[config.mk]
export PLATFORM = sky130hd
export DESIGN_NAME = karatsuba_sequencer
export DESIGN_NICKNAME = d
export VERILOG_FILES = /design/src/rtl/karatsuba_sequencer.sv
export SDC_FILE = /design/constraint.sdc
export NUM_CORES = 1
export LEC_CHECK = 0
export BUFFER_PORTS_ARGS = -buffer_cell sky130_fd_sc_hd__buf_2
export CELL_PAD_IN_SITES_DETAIL_PLACEMENT = 1
export CELL_PAD_IN_SITES_GLOBAL_PLACEMENT = 2
export CORE_MARGIN = 8
export CORE_UTILIZATION = 37
export CTS_CLUSTER_SIZE = 28
export DETAILED_ROUTE_END_ITERATION = 10
export PLACE_DENSITY = 0.93
export SYNTH_ARGS = -nofsm -noshare
export SYNTH_HDL_FRONTEND = slang
export SYNTH_SLANG_ARGS = --single-unit
[constraint.sdc]
create_clock -name clk_in -period 7.06 [get_ports clk_in]
set_clock_uncertainty 0.15 [all_clocks]
set_input_delay 0.353 -clock clk_in [delete_from_list [all_inputs] [get_ports clk_in]]
set_output_delay 0.353 -clock clk_in [all_outputs]
set_load 0.1 [all_outputs]
[src/rtl/karatsuba_sequencer.sv]
// karatsuba_sequencer: one-level Karatsuba multiply controller.
// Splits two WIDTH-bit operands into halves and issues the z0, z1 and z2
// partial products, one after another, to a single shared (HALF+1)-bit
// multiplier. It then recombines them into the full 2*WIDTH-bit product.
// When both upper halves are zero only z0 is needed, so z1 and z2 are skipped.
module karatsuba_sequencer #(
  parameter  int WIDTH = 32,
  localparam int HALF  = WIDTH / 2
) (
  input  logic                clk_in,
  input  logic                rst_in,
  input  logic                valid_in,
  input  logic [WIDTH-1:0]    input_1,
  input  logic [WIDTH-1:0]    input_2,
  output logic                ready_out,
  output logic                output_valid,
  output logic [2*WIDTH-1:0]  product,
  output logic                mul_start_out,
  output logic [HALF:0]       mul_a_out,
  output logic [HALF:0]       mul_b_out,
  input  logic                mul_ready_in,
  input  logic [2*HALF+1:0]   mul_product_in
);

  localparam int PW = 2 * WIDTH;
  localparam int ZW = 2 * HALF + 2;

  typedef enum logic [2:0] {
    ST_IDLE     = 3'd0,
    ST_Z0_ISSUE = 3'd1,
    ST_Z0_WAIT  = 3'd2,
    ST_Z1_ISSUE = 3'd3,
    ST_Z1_WAIT  = 3'd4,
    ST_Z2_ISSUE = 3'd5,
    ST_Z2_WAIT  = 3'd6,
    ST_COMBINE  = 3'd7
  } state_t;

  state_t          r_state;
  state_t          w_next;
  logic [HALF-1:0] r_l1, r_h1, r_l2, r_h2;
  logic            r_fast;
  logic [ZW-1:0]   r_z0, r_z1, r_z2;
  logic [HALF:0]   r_mul_a, r_mul_b;
  logic [PW-1:0]   r_product;
  logic            r_out_valid;
  logic            w_accept;
  logic [PW-1:0]   w_combined;

  // Recombine the partial products. The middle term z1-z2-z0 equals
  // l1*h2 + h1*l2, so it is never negative at ZW bits. The fast path has
  // z1 = z2 = 0, so it bypasses the formula and uses z0 directly.
  function automatic logic [PW-1:0] combine_terms(input logic [ZW-1:0] z0,
                                                  input logic [ZW-1:0] z1,
                                                  input logic [ZW-1:0] z2,
                                                  input logic          fast);
    logic [ZW-1:0] mid;
    logic [PW-1:0] sum;
    mid = z1 - z2 - z0;
    sum = (PW'(z2) << (2 * HALF)) + (PW'(mid) << HALF) + PW'(z0);
    if (fast) sum = PW'(z0);
    return sum;
  endfunction

  assign w_accept      = valid_in && ready_out;
  assign w_combined    = combine_terms(r_z0, r_z1, r_z2, r_fast);
  assign output_valid  = r_out_valid;
  assign product       = r_product;
  assign mul_a_out     = r_mul_a;
  assign mul_b_out     = r_mul_b;

  // State register; reset aborts any operation in flight.
  always_ff @(posedge clk_in or negedge rst_in) begin
    if (!rst_in) r_state <= ST_IDLE;
    else         r_state <= w_next;
  end

  // Next-state logic. mul_ready_in is looked at only in the WAIT states.
  always_comb begin
    w_next = r_state;
    case (r_state)
      ST_IDLE:     if (w_accept) w_next = ST_Z0_ISSUE;
      ST_Z0_ISSUE: w_next = ST_Z0_WAIT;
      ST_Z0_WAIT:  if (mul_ready_in) w_next = r_fast ? ST_COMBINE : ST_Z1_ISSUE;
      ST_Z1_ISSUE: w_next = ST_Z1_WAIT;
      ST_Z1_WAIT:  if (mul_ready_in) w_next = ST_Z2_ISSUE;
      ST_Z2_ISSUE: w_next = ST_Z2_WAIT;
      ST_Z2_WAIT:  if (mul_ready_in) w_next = ST_COMBINE;
      ST_COMBINE:  w_next = ST_IDLE;
      default:     w_next = ST_IDLE;
    endcase
  end

  // Decoded handshake outputs: accept only in IDLE, start pulse in each ISSUE.
  always_comb begin
    ready_out     = 1'b0;
    mul_start_out = 1'b0;
    case (r_state)
      ST_IDLE:                              ready_out     = 1'b1;
      ST_Z0_ISSUE, ST_Z1_ISSUE, ST_Z2_ISSUE: mul_start_out = 1'b1;
      default: ;
    endcase
  end

  // Operand latch, sub-multiplier operands, partial-product capture and result.
  // The operands for the next phase are loaded when the current result is
  // captured, so they stay stable from the start pulse until their own capture.
  always_ff @(posedge clk_in or negedge rst_in) begin
    if (!rst_in) begin
      r_l1        <= '0;
      r_h1        <= '0;
      r_l2        <= '0;
      r_h2        <= '0;
      r_fast      <= 1'b0;
      r_z0        <= '0;
      r_z1        <= '0;
      r_z2        <= '0;
      r_mul_a     <= '0;
      r_mul_b     <= '0;
      r_product   <= '0;
      r_out_valid <= 1'b0;
    end else begin
      r_out_valid <= 1'b0;
      case (r_state)
        ST_IDLE: begin
          if (w_accept) begin
            r_l1    <= input_1[HALF-1:0];
            r_h1    <= input_1[WIDTH-1:HALF];
            r_l2    <= input_2[HALF-1:0];
            r_h2    <= input_2[WIDTH-1:HALF];
            r_fast  <= (input_1[WIDTH-1:HALF] == '0) && (input_2[WIDTH-1:HALF] == '0);
            r_z0    <= '0;
            r_z1    <= '0;
            r_z2    <= '0;
            r_mul_a <= {1'b0, input_1[HALF-1:0]};
            r_mul_b <= {1'b0, input_2[HALF-1:0]};
          end
        end
        ST_Z0_WAIT: begin
          if (mul_ready_in) begin
            r_z0 <= mul_product_in;
            if (!r_fast) begin
              r_mul_a <= {1'b0, r_l1} + {1'b0, r_h1};
              r_mul_b <= {1'b0, r_l2} + {1'b0, r_h2};
            end
          end
        end
        ST_Z1_WAIT: begin
          if (mul_ready_in) begin
            r_z1    <= mul_product_in;
            r_mul_a <= {1'b0, r_h1};
            r_mul_b <= {1'b0, r_h2};
          end
        end
        ST_Z2_WAIT: begin
          if (mul_ready_in) r_z2 <= mul_product_in;
        end
        ST_COMBINE: begin
          r_product   <= w_combined;
          r_out_valid <= 1'b1;
        end
        default: ;
      endcase
    end
  end

endmodule

==> results_dict.tcl <==
set metrics [dict create \
    status "finished, final reports clean" \
    synth-main-ff-cell "dfrtp_1" \
    drt_iter0_markers 903 \
    setup_viol 0 \
    synth-async-reset-ratio_pct 100.0 \
    ys_ff_latch 269 \
    grt_pass1_vias 16130 \
    cts-root-buf "clkbuf_16" \
    gp_congestion 0.8866 \
    die_x_um 229.6 \
    fp.dieH_um 229.6 \
    cts_max_level 1 \
    synth_nets 2074 \
    final_common_cell "nand2_1" \
    synth_edf_count 0 \
    cp_data_required_time_ns 7.43 \
    io_pins 203 \
    hold_depth 5 \
    clock_path_buffers 3 \
    min_period_ns 6.630 \
    yosysUniqueCellTypes 71 \
    cts_tree "yes" \
    syn_area_per_cell_um2 9.377 \
    ff2ff_path_depth 24 \
    hold_violations 0 \
    dr.pass1.iters 5 \
    drive_gt1_share_pct 17.13 \
    start_util_pct 37.37 \
    critPathMaxFanout 6 \
    max_freq_mhz 150.8 \
    drtAntennaViolNets 0 \
    fin_crit_sh_pct 93.90 \
    vias 14810 \
    syn-cell-area_um2 16890 \
    via_per_inst 5.502 \
    wl_um 59130 \
    setup.worst_path.end_class "flip-flop" \
    num_rows 78 \
    grt_max_degree 157 \
    core_um2 45190 \
    nNetsFinal 2339 \
    layout-area-overhead-vs-synth_pct 21.86 \
    ys.warnings.count 0 \
    route.detailed.drc 0 \
    grt_usage_pct 21.97 \
    drv_cap 0 \
    path_class "flip-flop to flip-flop" \
    place_area_um2 18520 \
    stdcell_count 2691 \
    grt_overflow_total 0 \
    slew_violations 0 \
    cts_sinks 269 \
    antenna_found_initial 4 \
    clk_pin_slew_ns 0.07 \
    wl_per_cell_um 21.97 \
    clock_latency_ns 0.60 \
    hold_class "input pin to flip-flop" \
    syn_inst 1801 \
    arrival_ns 7.00 \
    worst_pin_slew_ns 1.148 \
    place_inst 2532 \
    ys_seq_area_share_pct 39.86 \
    final_cell_mix "nand2_1, dfrtp_1, buf_2" \
    dpl.hpwl_um 41500 \
    grt_pass1_wl_um 93240 \
    numPortBuffers 202 \
    design_area_um2 20580 \
    cts_buffers 31 \
    relSlewSlack_pct 23.46 \
    start_kind "flip-flop" \
    die-area_um2 52730 \
]
## path summary, 6_finish.rpt
path	startpoint	slack (ns)	to
max	r_z0[0]$_DFFE_PN0P_	0.43	product[53]$_DFFE_PN0P_
max in group asynchronous	rst_in	5.09	r_l1[5]$_DFFE_PN0P_
max reg2reg	r_z0[0]$_DFFE_PN0P_	0.43	product[53]$_DFFE_PN0P_
min in group asynchronous	rst_in	0.29	product[52]$_DFFE_PN0P_
min reg2reg	mul_a_out[7]$_DFFE_PN0P_	0.32	mul_a_out[7]$_DFFE_PN0P_
min	mul_ready_in	0.11	r_state[2]$_DFFE_PN0P_
## area by class of cell
class	instances	area [um2]
fillers	5189	24610
multi-input cells	1354	9562
flip-flops and latches	269	6731
repair buffers	317	2150
clock buffers	47	915.9
well taps	600	750.7
inverters	93	349.1
clock inverters	10	117.6
diodes	1	2.502
## what timing repair did
item	in CTS	in global routing
gates resized for setup	0	2
hold buffers	101	0
hold endpoints to repair	310	0
setup endpoints to repair	0	6
setup buffers	0	0
## sequential cells by signal (all words and copies together) (netlist names)
signal,cells
mul_a_out,17
mul_b_out,17
output_valid,1
product,64
r_fast,1
r_h1,16
r_h2,16
r_l1,16
r_l2,16
r_state,3
r_z0,34
r_z1,34
r_z2,34
## critical path: stages, from the launching register on
cell	delay [ns]
dfrtp_1	0.41
fa_1	0.57
inv_1	0.05
ha_1	0.18
or2_2	0.29
fa_1	0.40
a21o_1	0.20
a21oi_1	0.21
o21bai_1	0.12
o22ai_2	0.20
o41a_1	0.34
o31ai_2	0.17
a2111oi_0	0.45
nor3_1	0.13
xor2_1	0.17
ha_1	0.29
ha_1	0.38
a21o_1	0.20
a21o_1	0.16
a21oi_1	0.18
nor4b_1	0.34
a21oi_2	0.15
a31o_1	0.30
or4_1	0.41
nand3_1	0.09
## synthesized netlist by cell type (5+ instances only)
master      n  area share [%]
a22oi_1    10            0.44
buf_1       9            0.20
fa_1       38             4.5
nand2b_1    6            0.22
nand4_1    10            0.37
o21ai_1     5            0.15
inv_1      92             2.0
o21a_1     14            0.62
nand2_1   279             6.2
nand3_1    35             1.0
o31ai_1     5            0.22
nor3_1     28            0.83
xnor2_1    57             3.0
a21oi_1   100             3.0
nor3b_1     5            0.22
clkbuf_1   76             1.7
xor2_1     33             1.7
nor2_1    120             2.7
o211ai_1    8            0.36
dfrtp_1   269              40
and3_1      6            0.22
mux2_2     66             4.4
o21bai_1    9            0.40
a211oi_1    7            0.31
o22ai_1     5            0.19
nor4_1     10            0.37
a21o_1     43             1.9
or4_1       6            0.27
a22o_1     35             1.8
a221oi_1   26             1.3
a211o_1     6            0.31
a31oi_1    14            0.52
ha_1      133             9.9
mux2i_1     6            0.36
o21ai_0   164             4.9
## through the flow
| step | util, % | hold slack, ns | setup TNS, ns | setup WS [ns] |
|---|---|---|---|---|
| finish | 45.54 | 0.1128 | 0 | 0.4304 |
| global route | 45.54 | 0.1389 | -0.001409 | -0.001409 |
| CTS | 45.51 | 0.09543 | 0 | 0.2775 |
| detailed placement | 40.99 | 0.3157 | 0 | 0.3066 |
| global placement | 40.99 | 0.3105 | 0 | 0.4460 |
| floorplan | - | -0.09259 | 0 | 0.9625 |
## layer usage
layer / part of all wire [%] / vias to the layer above / global-route usage [%]
li1: - / 6895 / -
met1: 41 / 7383 / 26.87
met2: 49 / 395 / 37.26
met3: 5.9 / 128 / 5.155
met4: 4.1 / 6 / 8.229
met5: 0.071 / - / 0
## kinds of logic (layout without fill, tap and decap cells)
family | Yosys count | after routing | share of synthesized area (%)
buffers and inverters | 178 | 467 | 3.956
AO/OA/AOI/OAI | 494 | 494 | 19.03
XOR/XNOR | 90 | 90 | 4.668
other | 0 | 1 | 0
multiplexers | 72 | 72 | 4.757
AND/OR/NAND/NOR | 527 | 527 | 13.37
flip-flops | 269 | 269 | 39.86
adder cells (fa/ha/maj) | 171 | 171 | 14.36
Power is left out: the tool's default activity adds up to more than one toggle a clock period on the data nets, which glitch-free logic cannot reach.
